$ cat src/rtl/vertex_stream_packer.sv
// Purpose : packs a stream of FP32 component words (x,y,z[,w]) into tagged vec4 vertices
//           for the 4x4 matrix-vector transform front end; 3-component mode forces w=1.0.
// Latency : out_valid is high the cycle after the handshake of a vertex's last component.
// Backpr. : accepts words only in RUN (s_ready from state register); output has no backpressure.
// Ports   : i_clk/i_rst (async active-high); i_start/i_vert_count/i_comp3 batch launch;
//           o_busy/o_done batch status; i_s_valid/o_s_ready/i_s_data component stream;
//           o_out_valid/o_out_vertex_id/o_vx..o_vw assembled vertex stream.
module vertex_stream_packer #(
  parameter int IDW = 8
) (
  input  logic           i_clk,
  input  logic           i_rst,
  input  logic           i_start,
  input  logic [IDW-1:0] i_vert_count,
  input  logic           i_comp3,
  output logic           o_busy,
  output logic           o_done,
  input  logic           i_s_valid,
  output logic           o_s_ready,
  input  logic [31:0]    i_s_data,
  output logic           o_out_valid,
  output logic [IDW-1:0] o_out_vertex_id,
  output logic [31:0]    o_vx,
  output logic [31:0]    o_vy,
  output logic [31:0]    o_vz,
  output logic [31:0]    o_vw
);

  localparam logic [31:0] FP_ONE = 32'h3F80_0000;

  typedef enum logic [1:0] {
    S_IDLE = 2'd0,
    S_RUN  = 2'd1,
    S_FIN  = 2'd2
  } state_t;

  state_t         r_state;
  state_t         w_state_nxt;

  logic [IDW-1:0] r_remaining;
  logic           r_comp3;
  logic [1:0]     r_idx;
  logic [IDW-1:0] r_id;
  logic [31:0]    r_slot0;
  logic [31:0]    r_slot1;
  logic [31:0]    r_slot2;

  logic           r_out_valid;
  logic           r_done;
  logic [IDW-1:0] r_out_id;
  logic [31:0]    r_vx;
  logic [31:0]    r_vy;
  logic [31:0]    r_vz;
  logic [31:0]    r_vw;

  logic           w_start_acc;
  logic           w_hs;
  logic [1:0]     w_last_idx;
  logic           w_vtx_done;
  logic           w_batch_end;

  // s_ready is a pure decode of the state register: no path from s_valid.
  assign o_s_ready   = (r_state == S_RUN);
  assign o_busy      = (r_state == S_RUN);

  assign w_start_acc = i_start & (r_state == S_IDLE);
  assign w_hs        = i_s_valid & o_s_ready;
  assign w_last_idx  = r_comp3 ? 2'd2 : 2'd3;
  assign w_vtx_done  = w_hs & (r_idx == w_last_idx);
  assign w_batch_end = w_vtx_done & (r_remaining == IDW'(1));

  // State register
  always_ff @(posedge i_clk or posedge i_rst) begin
    if (i_rst) begin
      r_state <= S_IDLE;
    end else begin
      r_state <= w_state_nxt;
    end
  end

  // Next-state logic
  always_comb begin
    w_state_nxt = r_state;
    case (r_state)
      S_IDLE: begin
        if (i_start) begin
          w_state_nxt = (i_vert_count == '0) ? S_FIN : S_RUN;
        end
      end
      S_RUN: begin
        if (w_batch_end) begin
          w_state_nxt = S_IDLE;
        end
      end
      S_FIN:   w_state_nxt = S_IDLE;
      default: w_state_nxt = S_IDLE;
    endcase
  end

  // Datapath: component slots, counters and registered vertex outputs
  always_ff @(posedge i_clk or posedge i_rst) begin
    if (i_rst) begin
      r_remaining <= '0;
      r_comp3     <= 1'b0;
      r_idx       <= 2'd0;
      r_id        <= '0;
      r_slot0     <= 32'h0;
      r_slot1     <= 32'h0;
      r_slot2     <= 32'h0;
      r_out_valid <= 1'b0;
      r_done      <= 1'b0;
      r_out_id    <= '0;
      r_vx        <= 32'h0;
      r_vy        <= 32'h0;
      r_vz        <= 32'h0;
      r_vw        <= 32'h0;
    end else begin
      r_out_valid <= 1'b0;
      r_done      <= 1'b0;
      if (w_start_acc) begin
        r_remaining <= i_vert_count;
        r_comp3     <= i_comp3;
        r_idx       <= 2'd0;
        r_id        <= '0;
        // Empty batch: done coincides with the single FIN cycle.
        if (i_vert_count == '0) begin
          r_done <= 1'b1;
        end
      end else if (w_hs) begin
        if (!w_vtx_done) begin
          case (r_idx)
            2'd0:    r_slot0 <= i_s_data;
            2'd1:    r_slot1 <= i_s_data;
            default: r_slot2 <= i_s_data;
          endcase
          r_idx <= r_idx + 2'd1;
        end else begin
          // Final word bypasses the slots so the vertex emits with no extra cycle.
          r_vx <= r_slot0;
          r_vy <= r_slot1;
          if (r_comp3) begin
            r_vz <= i_s_data;
            r_vw <= FP_ONE;
          end else begin
            r_vz <= r_slot2;
            r_vw <= i_s_data;
          end
          r_out_valid <= 1'b1;
          r_out_id    <= r_id;
          r_idx       <= 2'd0;
          r_id        <= r_id + IDW'(1);
          r_remaining <= r_remaining - IDW'(1);
          if (w_batch_end) begin
            r_done <= 1'b1;
          end
        end
      end
    end
  end

  assign o_out_valid     = r_out_valid;
  assign o_done          = r_done;
  assign o_out_vertex_id = r_out_id;
  assign o_vx            = r_vx;
  assign o_vy            = r_vy;
  assign o_vz            = r_vz;
  assign o_vw            = r_vw;

endmodule

$ cat config.mk
export PLATFORM = sky130hd
export DESIGN_NAME = vertex_stream_packer
export DESIGN_NICKNAME = d
export VERILOG_FILES = /design/src/rtl/vertex_stream_packer.sv
export SDC_FILE = /design/constraint.sdc
export NUM_CORES = 1
export LEC_CHECK = 0
export CORE_MARGIN = 5
export CORE_UTILIZATION = 50
export CTS_CLUSTER_SIZE = 8
export DETAILED_ROUTE_END_ITERATION = 10
export PLACE_DENSITY = 0.76
export SLEW_MARGIN = 10
export SYNTH_ARGS = -nofsm -noshare
export SYNTH_HDL_FRONTEND = slang
export SYNTH_SLANG_ARGS = --single-unit
$ cat constraint.sdc
create_clock -name i_clk -period 19.4 [get_ports i_clk]
set_clock_uncertainty 0.1 [all_clocks]
set_input_delay 5.82 -clock i_clk [delete_from_list [all_inputs] [get_ports i_clk]]
set_output_delay 5.82 -clock i_clk [all_outputs]
set_load 0.05 [all_outputs]
# Word level (Yosys, flattened, before mapping)
# Index checks and enable logic that the tools add are counted.
# word_totals
ram_bits	0
memories	0
word_cells	67
mem_bits_ro	0
latchBits	0
reg_bits	255
# op_classes
reduce_logical	12
muxes	24
n_shift	0
n_lt_le_gt_ge	0
multipliers	0
n_div	0
bitwise	7
n_eq_ne	6
addsub	3
# ops
operator	n
$mux W32	2
$mux W8	6
$mux W2	6
$reduce_and A4 Y1	3
$mux W1	9
$add A8 B1 Y8 const B	1
$eq A8 B1 Y1 const B	1
$logic_not A8 Y1	1
$sub A8 B1 Y8 const B	1
$and A1 B1 Y1	4
$eq A2 B1 Y1 const B	2
$logic_not A2 Y1	2
$pmux W2 S2	1
$reduce_and A2 Y1	2
$reduce_bool A2 Y1	2
$not A1 Y1	3
$reduce_and A3 Y1	1
$add A2 B1 Y2 const B	1
$eq A2 B2 Y1	1
$ne A2 B1 Y1 const B	1
$ne A2 B2 Y1 const B	1
$reduce_or A2 Y1	1

# Logic depth before layout (Yosys ltp)
# depth
depth_word	8
mapped_depth	8
mapped_depth_nobuf	5

# Least setup slack after synthesis
# No wires, ideal clock.
# synth_path
path_type	reg2out
start	register r_state[1]
end	output port o_s_ready
required_time_ns	13.480
arrival_time_ns	1.508
path_buffers	1
path_stages_with_launch	3
setup_slack_ns	11.972
path_cell_list	dfrtp_1 > nor2b_1 > buf_4
# synth_via
elab_chain_cells	1
# synth_lines
element	line	text
start: declaration	37	state_t r_state;
start signal: assignment	77	r_state <= w_state_nxt;
$eq A2 B1 Y1	n/a	
end: declaration	19	output logic o_s_ready,
# Every way passes these cells.

# Worst setup path in the final report
# layout_path
start	input port i_s_valid
end	register r_slot1[31]
# layout_via
elab_chain_cells	4
# layout_lines
element	line	text
start: declaration	18	input logic i_s_valid,
$and A1 B1 Y1 (*)	67	assign w_hs = i_s_valid & o_s_ready;
$and A1 B1 Y1	69	assign w_vtx_done = w_hs & (r_idx == w_last_idx);
$not A1 Y1 (no source line)	n/a	
$reduce_and A4 Y1 (no source line) (*)	n/a	
end signal: assignment	133	2'd1: r_slot1 <= i_s_data;
end: declaration	45	logic [31:0] r_slot1;
# Mark *: on every way between the ends. The rest lies on a longest branch, timed or not.
# A chain may end at the register's enable or synchronous reset.

==> results.txt <==
outcome = complete, no violations
Reg-to-Reg End = r_slot1[31]
die span in x = 155 um
RePlAce Congestion = 0.792
Inserted Clock Buffers = 37
PD cells = 201 mW/mm^2
WL met1 = 10700 um
Die Span Y = 155 um
layout cells sized above 1 = 13.9%
Port-buffer cells = 184
Worst-path clk slew = 0.05 ns
largest net degree at the start of global routing = 111
cell chain of the critical path = clkdlybuf4s50_1 > and3b_1 > nand3_4 > buf_4 > and3_2 > buf_4 > mux2_2
Core Area = 0.0209 mm^2
nets = 1139
WHS Path Cells = 2
htree depth = 2
via count = 7238
top-area cell type share of the netlist area = 60.7%
cell taking the most area after synthesis = dfrtp_1
Worst Path Max Fanout = 110
Synth Warn # = 0
Area Growth Syn to Fin = 27.9%
highest metal used = met4
period utilization = 48.4%
Initial Util = 50.3%
drt drc = 0
WHS Endpoint = o_vy[31]
placed instance count = 1325
Core Util, Final = 64.4%
Synth Instances = 913
family with the most delay on the worst path = buffers and inverters
Worst Path Required = 19.68 ns
Hold Crit Class = reg -> reg
Total Power = 2.70 mW
Final setup viols = 0
Fmax = 107 MHz
fill cell count = 1595
Logic pwr share = 45.4%
ANT nets after route = 0
DP HPWL = 15300 um
I/O pins = 185
CP arrival = 9.67 ns
die area = 0.0240 mm^2
Post-Place Cell Area = 0.0125 mm^2
Seq/Total Area, Yosys = 60.7%
EDFF count, synth = 0
vias in the first global route = 7455
Sequential cell area = 0.00638 mm^2
Placement Rows = 53
Antenna Diode Count = 0
clock period minus worst slack = 9.39 ns
GR Overflow Total = 0
TritonRoute pass-1 iters = 5
worst skew pair latency = 0.50 ns
post-route cell area = 0.0134 mm^2
Seq pwr share = 34.1%
Fin Setup TNS = 0 ns
setup slack, reg-to-reg = 15.40 ns
hold buffers post-CTS = 0
Max stage delay cell, worst path = buf_4
largest cells by area after synthesis = dfrtp_1 (61%), nand2_1 (12%), mux2_4 (8.6%)
post-DR vias/cell = 5.30
Cell variety after synth = 44
clk root buf = clkbuf_16
CTS tree = built
first-pass GRT wire length = 40400 um
metal3 WL = 1790 um
leakage power figure = 6.34 nW
crit path kind = in -> reg
GRT Util Overall = 20.7%
Clock Path Buffers = 3
Peak VDD IR = 0.108 mV
CP Capture Type = register
Synth Flop Type = dfrtp_1
CP Buf/Inv Count = 3
Sw Ratio = 41.3%
RR Startpoint = r_state[0]
final cell count without fillers = 1366
power share of the clock group = 20.5%
Net Switching = 1.12 mW
CP max stage delay = 0.92 ns
worst-margin pin slew = 1.16 ns
area of the multi-input gates = 0.00381 mm^2
RSZ-0062 raised after global routing = false
internal cell power = 1.59 mW
Async SR Flop Fraction = 100%
most frequent CP cell = buf_4
Post-Syn Area = 0.0105 mm^2
clock sink count = 255
initial antenna violation count = 0
worst hold start = r_slot1[31]
Pins Over Slew Limit = 0
routed length on met2 = 11600 um
total length of routed wires = 24600 um
post-synthesis net count = 963
Worst R2R Path Depth = 6
Iteration-0 DRC Markers = 432
Syn Area/Cell = 11.5 um^2
slew margin rel. = 22.5%
WL per Instance = 18.0 um
Post-CTS Setup Bufs = 0
cts repair resizes = 0
max_cap viols = 0
synthesized flop and latch total = 255
endpoints failing hold = 0
critical path startpoint category = input port
==> power groups by stage <==
stage / logic (mW) / clock network (mW) / registers, mW
after detailed placement: 1.23 / 0 / 0.923
after CTS: 1.24 / 0.566 / 0.922
after global placement: 1.21 / 0 / 0.919
after global routing: 1.30 / 0.589 / 0.953
final: 1.23 / 0.555 / 0.922
after floorplan: 0.474 / 0 / 1.30
==> cells in the mapped netlist (all sizes together), types with 5 or more instances <==
master	instances
dfrtp	255
ha	5
nand3	6
nand2	327
inv	6
or4	6
nor2	11
mux2i	34
nand4	6
buf	34
mux2	96
nand3b	25
clkbuf	21
o21ai	41
==> kinds of logic after synthesis <==
| group | count (synthesis) | synth area share [%] |
|---|---|---|
| xor+xnor | 4 | 0.405 |
| buf+inv | 61 | 3.18 |
| compound gates | 59 | 3.27 |
| mux | 130 | 15.7 |
| flops | 255 | 60.7 |
| simple gates | 399 | 16.2 |
| fa+ha+maj | 5 | 0.595 |
==> metal layers <==
metal  track usage, %  up-vias
met5                0        -
met4             6.18        0
met3             5.15       38
met2             33.0      197
met1             28.3     3645
li1                 -     3358
==> worst max-delay path by stage <==
stage                    from          end  depth (start not counted)
floorplan               i_rst       o_done                          1
global placement    i_s_valid  r_slot1[30]                          7
detailed placement  i_s_valid  r_slot1[30]                          7
CTS                 i_s_valid  r_slot1[30]                          7
global route        i_s_valid  r_slot1[31]                          7
finish              i_s_valid  r_slot1[31]                          7
==> layout by cell type (no fill, tap or decap), drive strengths merged, types with 2 or more instances in the layout <==
cell and n:
a21oi 3, a221o 3, a31oi 2, and3 3, buf 8, clkbuf 40, clkdlybuf4s50 184, clkinv 2
dfrtp 255, ha 5, inv 5, mux2 96, mux2i 34, nand2 327, nand2b 2, nand3 6
nand3b 25, nand4 6, nor2 11, nor3 2, nor4 2, o211ai 2, o21ai 41, o311ai 3
o31ai 2, or2 3, or3 2, or4 6, xor2 3
==> per-stage QoR <==
stage	worst slack (ns)	hold slack, ns
after floorplan	6.47	0.335
after global placement	9.54	0.347
after detailed placement	9.43	0.353
after CTS	9.97	0.365
after global routing	9.76	0.390
final	10.01	0.361
==> tightest hold or removal path: stages (launching register included) <==
cell	delay, ns
dfrtp_1	0.34
nand2_1	0.05
nand2_1	0.04
==> layout make-up <==
| type | instances | area share, % |
|---|---|---|
| clock buffers | 40 | 7.13 |
| clock inverters | 1 | 0.121 |
| inverters | 6 | 0.233 |
| multi-input cells | 597 | 28.3 |
| flip-flops and latches | 255 | 47.5 |
| well taps | 275 | 2.56 |
| repair buffers | 192 | 14.1 |
==> flip-flops by register name, summed over array words and instances, names as in the netlist <==
signal           flops
r_remaining          8
o_vx                32
o_out_vertex_id      8
r_id                 8
o_done               1
o_vw                32
r_comp3              1
r_idx                2
r_slot0             32
r_slot2             32
o_vy                32
o_out_valid          1
o_vz                32
r_state              2
r_slot1             32
Note: power is estimated with default switching activity, not from simulation.
